File: config.mk
export PLATFORM = sky130hd
export DESIGN_NAME = uart_i2c_cmd
export DESIGN_NICKNAME = d
export VERILOG_FILES = /design/src/rtl/uart_i2c_cmd.sv
export SDC_FILE = /design/constraint.sdc
export NUM_CORES = 1
export LEC_CHECK = 0
export BUFFER_PORTS_ARGS = -buffer_cell sky130_fd_sc_hd__buf_2
export CAP_MARGIN = 30
export CELL_PAD_IN_SITES_DETAIL_PLACEMENT = 1
export CELL_PAD_IN_SITES_GLOBAL_PLACEMENT = 1
export CORE_MARGIN = 2
export CORE_UTILIZATION = 46
export CTS_CLUSTER_SIZE = 24
export DETAILED_ROUTE_END_ITERATION = 7
export PLACE_DENSITY = 0.93
export SLEW_MARGIN = 5
export SYNTH_ARGS = -nofsm -noshare
export SYNTH_HDL_FRONTEND = slang
export SYNTH_SLANG_ARGS = --single-unit
File: constraint.sdc
create_clock -name clk -period 5.25 [get_ports clk]
set_clock_uncertainty 0.1 [all_clocks]
set_input_delay 0.525 -clock clk [delete_from_list [all_inputs] [get_ports clk]]
set_output_delay 0.525 -clock clk [all_outputs]
set_load 0.02 [all_outputs]
File: src/rtl/uart_i2c_cmd.sv
// rtl/uart_i2c_cmd.sv - UART-to-I2C command bridge: 2-byte frame in, I2C write or register read, response out.
module uart_i2c_cmd #(
    parameter logic [7:0]  ERR_CODE    = 8'hEE,
    parameter int unsigned RD_LEN_CONV = 2
) (
    input  logic       clk,
    input  logic       rstn,
    input  logic       tx_busy,
    output logic [7:0] s_tdata,
    output logic       s_tvalid,
    input  logic       s_tready,
    input  logic [7:0] m_tdata,
    input  logic       m_tvalid,
    output logic       m_tready,
    input  logic       rx_busy,
    input  logic       rx_overrun_error,
    input  logic       rx_frame_error,
    output logic [6:0] s_cmd_Addr,
    output logic       s_cmd_start,
    output logic       s_cmd_read,
    output logic       s_cmd_write,
    output logic       s_cmd_write_multiple,
    output logic       s_cmd_stop,
    output logic       s_cmd_valid,
    input  logic       s_cmd_ready,
    output logic [7:0] s_cmd_tdata,
    output logic       s_cmd_tvalid,
    input  logic       s_cmd_tready,
    output logic       s_cmd_tlast,
    input  logic [7:0] m_cmd_tdata,
    input  logic       m_cmd_tvalid,
    output logic       m_cmd_tready,
    input  logic       m_cmd_tlast,
    input  logic       missed_ack
);
    typedef enum logic [3:0] {
        IDLE, GET_REG, WR_CMD, WR_DATA, PTR_CMD, PTR_DATA, RD_CMD, RD_WAIT, TX_RESP, TX_ERR
    } state_t;

    localparam logic [1:0] CONV_LEN = 2'(RD_LEN_CONV);

    state_t      state_q;
    logic [6:0]  addr_q;
    logic        rw_q;
    logic [7:0]  wbyte_q;
    logic [1:0]  rd_total_q, rd_cnt_q, tx_left_q;
    logic [15:0] buf_q;
    logic [7:0]  s_tdata_q, s_cmd_tdata_q;
    logic        s_tvalid_q, m_tready_q, m_cmd_tready_q;
    logic        s_cmd_start_q, s_cmd_read_q, s_cmd_wm_q, s_cmd_stop_q, s_cmd_valid_q;
    logic        s_cmd_tvalid_q, s_cmd_tlast_q;

    logic rx_err, i2c_state;
    logic unused_inputs;

    assign rx_err    = rx_overrun_error | rx_frame_error;
    assign i2c_state = (state_q == WR_CMD) || (state_q == WR_DATA) || (state_q == PTR_CMD) ||
                       (state_q == PTR_DATA) || (state_q == RD_CMD) || (state_q == RD_WAIT);
    // Read data carries no framing of its own and rx_busy adds nothing beyond m_tvalid.
    assign unused_inputs = m_cmd_tlast ^ rx_busy;

    assign s_tdata              = s_tdata_q;
    assign s_tvalid             = s_tvalid_q;
    assign m_tready             = m_tready_q;
    assign s_cmd_Addr           = addr_q;
    assign s_cmd_start          = s_cmd_start_q;
    assign s_cmd_read           = s_cmd_read_q;
    assign s_cmd_write          = 1'b0;
    assign s_cmd_write_multiple = s_cmd_wm_q;
    assign s_cmd_stop           = s_cmd_stop_q;
    assign s_cmd_valid          = s_cmd_valid_q;
    assign s_cmd_tdata          = s_cmd_tdata_q;
    assign s_cmd_tvalid         = s_cmd_tvalid_q;
    assign s_cmd_tlast          = s_cmd_tlast_q;
    assign m_cmd_tready         = m_cmd_tready_q;

    always_ff @(posedge clk or negedge rstn) begin
        if (!rstn) begin
            state_q        <= IDLE;
            addr_q         <= '0;
            rw_q           <= 1'b0;
            wbyte_q        <= '0;
            rd_total_q     <= '0;
            rd_cnt_q       <= '0;
            tx_left_q      <= '0;
            buf_q          <= '0;
            s_tdata_q      <= '0;
            s_cmd_tdata_q  <= '0;
            s_tvalid_q     <= 1'b0;
            m_tready_q     <= 1'b1;
            m_cmd_tready_q <= 1'b0;
            s_cmd_start_q  <= 1'b0;
            s_cmd_read_q   <= 1'b0;
            s_cmd_wm_q     <= 1'b0;
            s_cmd_stop_q   <= 1'b0;
            s_cmd_valid_q  <= 1'b0;
            s_cmd_tvalid_q <= 1'b0;
            s_cmd_tlast_q  <= 1'b0;
        end else if (i2c_state && missed_ack) begin
            // The master issues its own stop; we only abandon the transfer and report it.
            s_cmd_valid_q  <= 1'b0;
            s_cmd_tvalid_q <= 1'b0;
            s_cmd_tlast_q  <= 1'b0;
            m_cmd_tready_q <= 1'b0;
            state_q        <= TX_ERR;
        end else begin
            case (state_q)
                IDLE: begin
                    if (!rx_err && m_tvalid && m_tready_q) begin
                        addr_q  <= m_tdata[7:1];
                        rw_q    <= m_tdata[0];
                        state_q <= GET_REG;
                    end
                end
                GET_REG: begin
                    if (rx_err) begin
                        state_q <= IDLE;
                    end else if (m_tvalid && m_tready_q) begin
                        wbyte_q       <= m_tdata;
                        rd_total_q    <= m_tdata[7] ? CONV_LEN : 2'd1;
                        rd_cnt_q      <= '0;
                        m_tready_q    <= 1'b0;
                        s_cmd_valid_q <= 1'b1;
                        s_cmd_wm_q    <= 1'b1;
                        s_cmd_read_q  <= 1'b0;
                        s_cmd_start_q <= 1'b1;
                        s_cmd_stop_q  <= !rw_q;
                        state_q       <= rw_q ? PTR_CMD : WR_CMD;
                    end
                end
                WR_CMD, PTR_CMD: begin
                    if (s_cmd_ready) begin
                        s_cmd_valid_q  <= 1'b0;
                        s_cmd_tvalid_q <= 1'b1;
                        s_cmd_tlast_q  <= 1'b1;
                        s_cmd_tdata_q  <= (state_q == WR_CMD) ? wbyte_q : {1'b0, wbyte_q[6:0]};
                        state_q        <= (state_q == WR_CMD) ? WR_DATA : PTR_DATA;
                    end
                end
                WR_DATA: begin
                    if (s_cmd_tready) begin
                        s_cmd_tvalid_q <= 1'b0;
                        s_cmd_tlast_q  <= 1'b0;
                        m_tready_q     <= 1'b1;
                        state_q        <= IDLE;
                    end
                end
                PTR_DATA: begin
                    if (s_cmd_tready) begin
                        s_cmd_tvalid_q <= 1'b0;
                        s_cmd_tlast_q  <= 1'b0;
                        s_cmd_valid_q  <= 1'b1;
                        s_cmd_wm_q     <= 1'b0;
                        s_cmd_read_q   <= 1'b1;
                        s_cmd_start_q  <= 1'b1;
                        s_cmd_stop_q   <= (rd_total_q == 2'd1);
                        state_q        <= RD_CMD;
                    end
                end
                RD_CMD: begin
                    if (s_cmd_ready) begin
                        s_cmd_valid_q  <= 1'b0;
                        m_cmd_tready_q <= 1'b1;
                        state_q        <= RD_WAIT;
                    end
                end
                RD_WAIT: begin
                    if (m_cmd_tvalid) begin
                        buf_q          <= {buf_q[7:0], m_cmd_tdata};
                        rd_cnt_q       <= rd_cnt_q + 2'd1;
                        m_cmd_tready_q <= 1'b0;
                        if (rd_cnt_q + 2'd1 == rd_total_q) begin
                            tx_left_q <= rd_total_q;
                            state_q   <= TX_RESP;
                        end else begin
                            s_cmd_valid_q <= 1'b1;
                            s_cmd_start_q <= 1'b0;
                            s_cmd_stop_q  <= (rd_cnt_q + 2'd2 == rd_total_q);
                            state_q       <= RD_CMD;
                        end
                    end
                end
                TX_RESP, TX_ERR: begin
                    if (s_tvalid_q) begin
                        if (s_tready) begin
                            s_tvalid_q <= 1'b0;
                            tx_left_q  <= tx_left_q - 2'd1;
                            if (state_q == TX_ERR || tx_left_q == 2'd1) begin
                                m_tready_q <= 1'b1;
                                state_q    <= IDLE;
                            end
                        end
                    end else if (!tx_busy) begin
                        s_tvalid_q <= 1'b1;
                        // First-read byte sits in the upper half once two bytes are buffered.
                        if (state_q == TX_ERR)       s_tdata_q <= ERR_CODE;
                        else if (tx_left_q == 2'd2)  s_tdata_q <= buf_q[15:8];
                        else                         s_tdata_q <= buf_q[7:0];
                    end
                end
                default: state_q <= IDLE;
            endcase
        end
    end
endmodule

# Word-level counts from Yosys, hierarchy flattened
# Index checks and enable logic that the tools add are counted.
[word_totals]
reg_bits = 67
in_bits = 29
out_inout_bits = 34
elab_cells = 170
[op_classes]
addsub = 3
eq_ne = 39
mux = 64
bitwise = 5
n_reduce_logical = 40
[op_table]
columns = ["operator", "count"]
rows = [
  ["4-bit two-way mux", 13],
  ["4-bit case mux with 8 select lines", 1],
  ["1-bit two-way mux", 27],
  ["8-bit two-way mux", 3],
  ["3-bit != test (second input constant)", 8],
  ["2-bit != test (second input constant)", 9],
  ["4-bit by 3-bit == test with 1-bit output (second input constant)", 4],
  ["2-bit two-way mux", 8],
  ["3-bit AND reduction", 5],
  ["7-bit AND reduction", 2],
  ["3-bit by 2-bit != test with 1-bit output (second input constant)", 4],
  ["3-bit nonzero test", 4],
  ["10-bit AND reduction", 1],
  ["5-bit AND reduction", 2],
  ["1-bit case mux with 3 select lines", 3],
  ["4-bit by 2-bit == test with 1-bit output (second input constant)", 2],
  ["4-bit == test (second input constant)", 2],
  ["1-bit case mux with 2 select lines", 4],
  ["2-bit case mux with 2 select lines", 2],
  ["4-bit AND reduction", 2],
  ["8-bit AND reduction", 1],
  ["1-bit logical OR", 6],
  ["3-bit two-way mux", 2],
  ["3-bit by 1-bit != test with 1-bit output (second input constant)", 2],
  ["21 further kinds", 34],
]

# Logic depth before layout (Yosys ltp)
# Gate-level depths: netlist of run 1.
[depth]
word_depth = 9
ltp_mapped = 7
ltp_nobuf = 7

# Least setup slack after synthesis of run 1
# No wires, ideal clock.
[synth_path]
path_type = "input to register"
from = "input port missed_ack"
to = "register buf_q[10]"
setup_ns = 0.125
t_arrival_ns = 1.821
required_ns = 5.025
path_slack_ns = 3.204
cell_stages = 6
path_buffers = 3
path_cell_list = "buf_2 -> or3b_1 -> buf_2 -> nand3_2 -> buf_4 -> mux2_2"
[synth_via]
elab_chain_cells = 3
[synth_rtl]
columns = ["item", "line", "source"]
rows = [
  ["from (decl)", "34", "input logic missed_ack"],
  ["1-bit logical AND", "99", "end else if (i2c_state && missed_ack) begin"],
  ["1-bit NOT (no source line)", "-", ""],
  ["3-bit AND reduction (no source line)", "-", ""],
  ["to (signal assigned)", "169", "buf_q <= {buf_q[7:0], m_cmd_tdata};"],
  ["to (decl)", "47", "logic [15:0] buf_q;"],
]
# No other way between the ends.
# A chain may end at the register's enable or synchronous reset.

# Final worst setup path of run 1
[layout_path]
from = "register state_q[1]"
to = "register s_tdata_q[1], in the netlist s_tdata[1]"
[layout_via]
elab_chain_cells = 9
[layout_rtl]
columns = ["item", "line", "source"]
rows = [
  ["from (decl)", "42", "state_t state_q;"],
  ["from (signal assigned)", "128", "state_q <= rw_q ? PTR_CMD : WR_CMD;"],
  ["from (signal assigned)", "137", "state_q <= (state_q == WR_CMD) ? WR_DATA : PTR_DATA;"],
  ["4-bit by 2-bit == test with 1-bit output", "57", "assign i2c_state = (state_q == WR_CMD) || (state_q == WR_DATA) || (state_q == PTR_CMD) ||"],
  ["1-bit logical OR (3 in a row)", "57", ""],
  ["1-bit logical OR (2 in a row)", "58", "(state_q == PTR_DATA) || (state_q == RD_CMD) || (state_q == RD_WAIT);"],
  ["1-bit logical AND", "99", ""],
  ["1-bit NOT (no source line)", "-", ""],
  ["4-bit AND reduction (no source line)", "-", ""],
  ["to (signal assigned)", "197", "else if (tx_left_q == 2'd2) s_tdata_q <= buf_q[15:8];"],
  ["to (signal assigned)", "198", "else s_tdata_q <= buf_q[7:0];"],
  ["to (decl)", "48", "logic [7:0] s_tdata_q, s_cmd_tdata_q;"],
]
# Several ways; a longest one is shown, not always the timed one.

==> flow_metrics.tcl, run 1 <==
set metrics [dict create \
    hold_viol 0 \
    ys_ff_latch 66 \
    drt_iter0_drc 191 \
    met1_length_um 3640 \
    hpwl_um 5790 \
    hold_class "primary input to asynchronous set/reset pin" \
    worstMarginPinSlew_ps 830 \
    cts_made_buffers 9 \
    wire_per_inst_um 19.4 \
    crit_fanout 22 \
    overflow 0 \
    grt_max_degree 67 \
    ys_types 55 \
    fin_nets 379 \
    drc_errors 0 \
    top_layer_used "met4" \
    antenna_cells 0 \
    syn_area_per_cell_um2 11.0 \
    fin_util_pct 55.6 \
    grt_pass1_wl_um 14300 \
    final.setup.tns_ps 0 \
    htreeDepth 3 \
    wl_met3_um 372 \
    syn-num-nets 327 \
    slew_viol_final 0 \
    end_kind "flip-flop" \
    fin_crit_ps 2770 \
    pin_count 63 \
    fin_crit_sh_pct 52.8 \
    port_buffers 59 \
    reg2regPathDepth 5 \
    worst_slack_ps 2480 \
    fmax_mhz 361 \
    ir_drop_mv 0.273 \
    crit_arrival_ps 2890 \
    via_per_inst 5.71 \
    path_clk_slew_ps 80 \
    critPathLaunchType "flip-flop" \
    fp.dieArea_um2 7770 \
    holdWs_ps 234 \
    die_h_um 88.2 \
    slew_headroom_pct 44.6 \
    ys_seq_area_share_pct 50.7 \
    drive_gt1_share_pct 34.6 \
    grt_pass1_vias 2770 \
    num_vias 2565 \
    timing.critical_path.to "s_tdata[1]" \
    critPathKind "flip-flop to flip-flop" \
    ctsHoldBuffers 0 \
    crit_start "state_q[1]" \
    cts_setup_buffers 0 \
    cap_violations 0 \
    gp_congestion 0.850 \
    core_um2 6830 \
    synth_edf_count 0 \
    ant_nets 0 \
    timing.rr.end "s_tdata[1]" \
    dr_wl_met2_um 4460 \
    drt_pass1_iterations 4 \
    nFillCells 776 \
    die_w_um 88.2 \
    antenna_found_initial 0 \
    initial_core_util_pct 47.7 \
    clk_latency_ps 350 \
    cts_tree "built" \
    ys_async_sr_fraction_pct 100 \
    syn_to_final_growth_pct 16.6 \
    detailedPlace.worstSlack_ps 2630 \
    syn_area_um2 3260 \
    rsz0062_at_grt "false" \
    status "complete, no violations" \
    cts.path.max_buffers 2 \
    cp.required_ps 5360 \
    setup_violations 0 \
    rrSetupSlack_ps 2480 \
    final_cells 449 \
    p_leak_uw 0.00180 \
    reg2reg_from "state_q[1]" \
    cts.repair.resized 0 \
    clock-sinks 66 \
    yosysWarnings 0 \
    grtUsageTotal_pct 24.5 \
    power.density_nw_per_um2 598 \
    synth_cells 296 \
    wirelength_um 8720 \
    place_inst 433 \
    cts-root-buf "clkbuf_8" \
    floorplan.rows 30 \
    synth_flop_cell "dfrtp_1" \
]
[state kept, by name, summed over array words and instances, names as in the netlist, 2 cells and up]
register / cells
s_tdata: 8
s_cmd_Addr: 7
rd_cnt_q: 2
state_q: 4
tx_left_q: 2
buf_q: 16
wbyte_q: 8
s_cmd_tdata: 8
[worst max-delay path: stages, from the launching register on]
cell and delay [ps]:
dfrtp_1 660, nor2_4 290, nand2_1 220, or3_1 560, a2111oi_0 720, nor2_1 80
[per-stage QoR]
| step | area, um^2 | total power, uW |
|---|---|---|
| after floorplan | 3260 | 1480 |
| after global placement | 3580 | 1700 |
| after detailed placement | 3580 | 1770 |
| after CTS | 3800 | 2280 |
| after global routing | 3800 | 2400 |
| final | 3800 | 2270 |
[cell usage in the layout (no fill, tap or decap), drive strengths merged, types with 2 or more instances in the layout]
cell type,Yosys,routed
o21ai,14,14
a21oi,10,10
a2111oi,6,6
inv,9,11
o31ai,3,3
xnor2,2,2
nor4b,2,2
a31oi,3,3
nor3,6,6
nand4b,3,3
mux2,43,43
a21o,2,2
mux2i,6,6
o21a,3,3
dfrtp,65,65
nand2b,3,3
nand3b,2,2
nand3,5,5
bufinv,0,2
o21bai,3,3
nor2b,11,11
or3,2,2
nor2,29,29
clkbuf,8,11
ha,2,2
nor4,2,2
buf,11,60
nand2,20,20
[synthesized netlist by cell type (all sizes together) (3+ instances only)]
cell,count,area [um^2]
a2111oi,6,52.6
a21oi,10,50.1
a31oi,3,18.8
buf,11,68.8
clkbuf,8,31.3
dfrtp,65,1630
inv,9,33.8
mux2,43,484
mux2i,6,60.1
nand2,20,75.1
nand2b,3,18.8
nand3,5,30.0
nand4b,3,26.3
nor2,29,116
nor2b,11,68.8
nor3,6,35.0
o21a,3,22.5
o21ai,14,70.1
o21bai,3,22.5
o31ai,3,22.5
[metal layers]
metal	vias up	global-route usage [%]
li1	1159	-
met1	1297	30.1
met2	84	41.1
met3	25	5.00
met4	0	11.8
met5	-	0
[logic make-up (layout without fill, tap and decap cells)]
family	count (synthesis)	in the layout	synth area share, %
compound gates	56	56	11.7
xor+xnor	2	2	0.538
fa+ha+maj	2	2	0.768
buf+inv	28	85	4.11
flops	66	66	50.7
mux	49	49	16.7
other cells	1	1	0.115
simple gates	92	92	15.4
[power by group]
group	switching, uW	internal [uW]
registers	196	691
clock network	214	272
logic	533	366
total	944	1330
[area by class of cell]
class | count | area (um^2) | area share, %
flip-flops and latches | 66 | 1650 | 43.5
multi-input cells | 202 | 1470 | 38.8
well taps | 96 | 120 | 3.16
clock buffers | 11 | 131 | 3.46
repair buffers | 60 | 303 | 7.97
inverters | 9 | 33.8 | 0.889
clock inverters | 5 | 86.3 | 2.27
[how the worst min path moves through the flow]
stage / end / from
5_1_grt: s_cmd_start / rstn
4_1_cts: s_cmd_start / rstn
2_1_floorplan: buf_q[0] / rstn
3_3_place_gp: s_tdata[0] / s_tdata[0]
3_5_place_dp: s_cmd_tdata[7] / s_cmd_tdata[7]
6_report: s_cmd_tdata[7] / rstn
Power figures use the tool's default switching activity.
==> run 2: changes to the inputs <==
- ABC_AREA: unset -> 1
- CORE_UTILIZATION: 46 -> 37
- PLACE_DENSITY: 0.93 -> 0.85
- clock period: 5.25 -> 2.33 ns (I/O delays scaled with it)
==> flow_metrics.tcl, run 2 <==
set metrics [dict create \
    die_h_um 97.8 \
    num_vias 2894 \
    path_clk_slew_ps 80 \
    core_um2 8640 \
    synth_flop_cell "dfrtp_1" \
    wirelength_um 8360 \
    grt_pass1_wl_um 14500 \
    fin_nets 496 \
    crit_arrival_ps 2080 \
    fp.dieArea_um2 9570 \
    rsz0062_at_grt "false" \
    cts_made_buffers 9 \
    slew_viol_final 0 \
    final_cell_mix "nand2_1, dfrtp_1, buf_2" \
    antenna_cells 0 \
    wire_per_inst_um 14.5 \
    ant_nets 0 \
    cts.path.max_buffers 2 \
    ys_async_sr_fraction_pct 100 \
    overflow 0 \
    cts_tree "built" \
    synth_top_cell_area_share_pct 49.9 \
    largest_register "buf_q" \
    synth_edf_count 0 \
    drive_gt1_share_pct 24.3 \
    htreeDepth 3 \
    critPathKind "flip-flop to flip-flop" \
    drc_errors 0 \
    ys_seq_area_share_pct 50.7 \
    syn-num-nets 431 \
    hold_viol 0 \
    clock-sinks 66 \
    synth_area_leaders "dfrtp_1, nand2_1, o21ai_0, inv_1, nand3_1" \
    synth_most_common_cell "nand2_1" \
    nFillCells 1094 \
    largest_reg_flops 16 \
    setup_violations 0 \
    gp_congestion 0.917 \
    critPathLaunchType "flip-flop" \
    syn_area_um2 3260 \
    fin_util_pct 44.9 \
    place_inst 561 \
    slew_headroom_pct 66.8 \
    dpl_cell_area_um2 3660 \
    grt_max_degree 34 \
    grtUsageTotal_pct 18.6 \
    layout_commonest_cell "nand2_1" \
    status "complete, no violations" \
    cp.required_ps 2460 \
    fin_crit_ps 1950 \
    drt_pass1_iterations 4 \
    power.density_nw_per_um2 571 \
    pin_count 63 \
    antenna_found_initial 0 \
    worstMarginPinSlew_ps 497 \
    initial_core_util_pct 37.7 \
    synth_top_area_cell "dfrtp_1" \
    drt_iter0_drc 129 \
    cts-root-buf "clkbuf_8" \
    via_per_inst 5.02 \
    yosysWarnings 0 \
    ys_types 36 \
    yosys-top-cells-count "nand2_1, dfrtp_1, inv_1, o21ai_0, nor2_1" \
    port_buffers 59 \
    final_cells 577 \
    clk_latency_ps 340 \
    syn_area_per_cell_um2 8.14 \
    ir_drop_mv 0.339 \
    fmax_mhz 512 \
    cts_setup_buffers 0 \
    fin_crit_sh_pct 83.8 \
    end_kind "flip-flop" \
    crit_fanout 21 \
    stdcell_area_um2 3880 \
    synth_cells 400 \
    grt_pass1_vias 3085 \
    die_w_um 97.8 \
    floorplan.rows 34 \
    cap_violations 0 \
    ys_ff_latch 66 \
    p_leak_uw 0.00214 \
    syn_to_final_growth_pct 19.0 \
    hpwl_um 6500 \
    final.setup.tns_ps 0 \
    hold_class "primary input to flip-flop" \
]
[run 2: changes by cell type after synthesis, sizes merged, moves of 6 or more]
cell | previous run | this run
nand2 | 20 | 134
mux2 | 43 | 2
inv | 9 | 48
o21ai | 14 | 50
nand3 | 5 | 23
nor2b | 11 | 0
clkbuf | 8 | 1
a2111oi | 6 | 0
a21oi | 10 | 16
mux2i | 6 | 0
[run 2: layout make-up]
cell class              count  area [um^2]  share of cell area [%]
clock buffers              11          151                    3.91
flip-flops and latches     66         1650                    42.6
multi-input cells         276         1350                    34.9
well taps                 108          135                    3.49
repair buffers             64          348                    8.97
inverters                  48          185                    4.78
clock inverters             4         51.3                    1.32
[run 2: kinds of logic after synthesis]
family	after synthesis	synth area share [%]
other	1	0.115
flip-flops	66	50.7
AO/OA/AOI/OAI	75	12.6
adder cells (fa/ha/maj)	2	0.768
buffers and inverters	58	7.72
multiplexers	2	0.922
AND/OR/NAND/NOR	196	27.1
[run 2: worst paths after layout]
| path | start | endpoint | slack (ps) | cells past startpoint |
|---|---|---|---|---|
| max in group asynchronous | rstn | buf_q[9] | 1090 | 3 |
| worst max-delay path | state_q[3] | buf_q[11] | 380 | 6 |
| worst min register to register | s_cmd_valid | s_cmd_valid | 370 | 2 |
| worst max register to register | state_q[3] | buf_q[11] | 380 | 6 |
| min in group asynchronous | rstn | s_cmd_tdata[7] | 260 | 2 |
| worst min-delay path | m_cmd_tdata[4] | buf_q[4] | 30 | 2 |
[run 2: report_power, final]
group | total, uW | leakage, uW | switching [uW] | internal [uW]
clock | 982 | 0.000101 | 435 | 547
sequential | 1150 | 0.000853 | 3.89 | 1150
combinational | 79.6 | 0.00118 | 51.8 | 27.8
total | 2210 | 0.00214 | 490 | 1720
[run 2: layer usage]
metal,GRT usage [%],up-vias,wire length [um]
li1,-,1401,-
met1,24.0,1423,3710
met2,31.1,55,4230
met3,4.01,15,273
met4,6.09,0,149
met5,0,-,0
[run 2: what timing repair did]
action | in CTS | in global routing
gates resized for setup | 0 | 0
setup endpoints to repair | 0 | 0
hold buffers | 1 | 0
hold endpoints to repair | 16 | 0
[run 2: worst max-delay path, cell delays in order (launching register included)]
cell,delay [ps]
dfrtp_1,480
inv_2,130
nand2_1,160
nor2_4,210
nand3_2,280
buf_12,250
o21ai_0,220
[run 2: through the flow]
step / power, uW / setup WS (ps) / hold WS [ps]
after floorplan: 1200 / 753 / -163
after global placement: 1250 / 491 / 77.1
after detailed placement: 1260 / 389 / 79.6
after CTS: 2250 / 358 / 12.5
after global routing: 2320 / 227 / 8.83
final: 2210 / 378 / 30.6
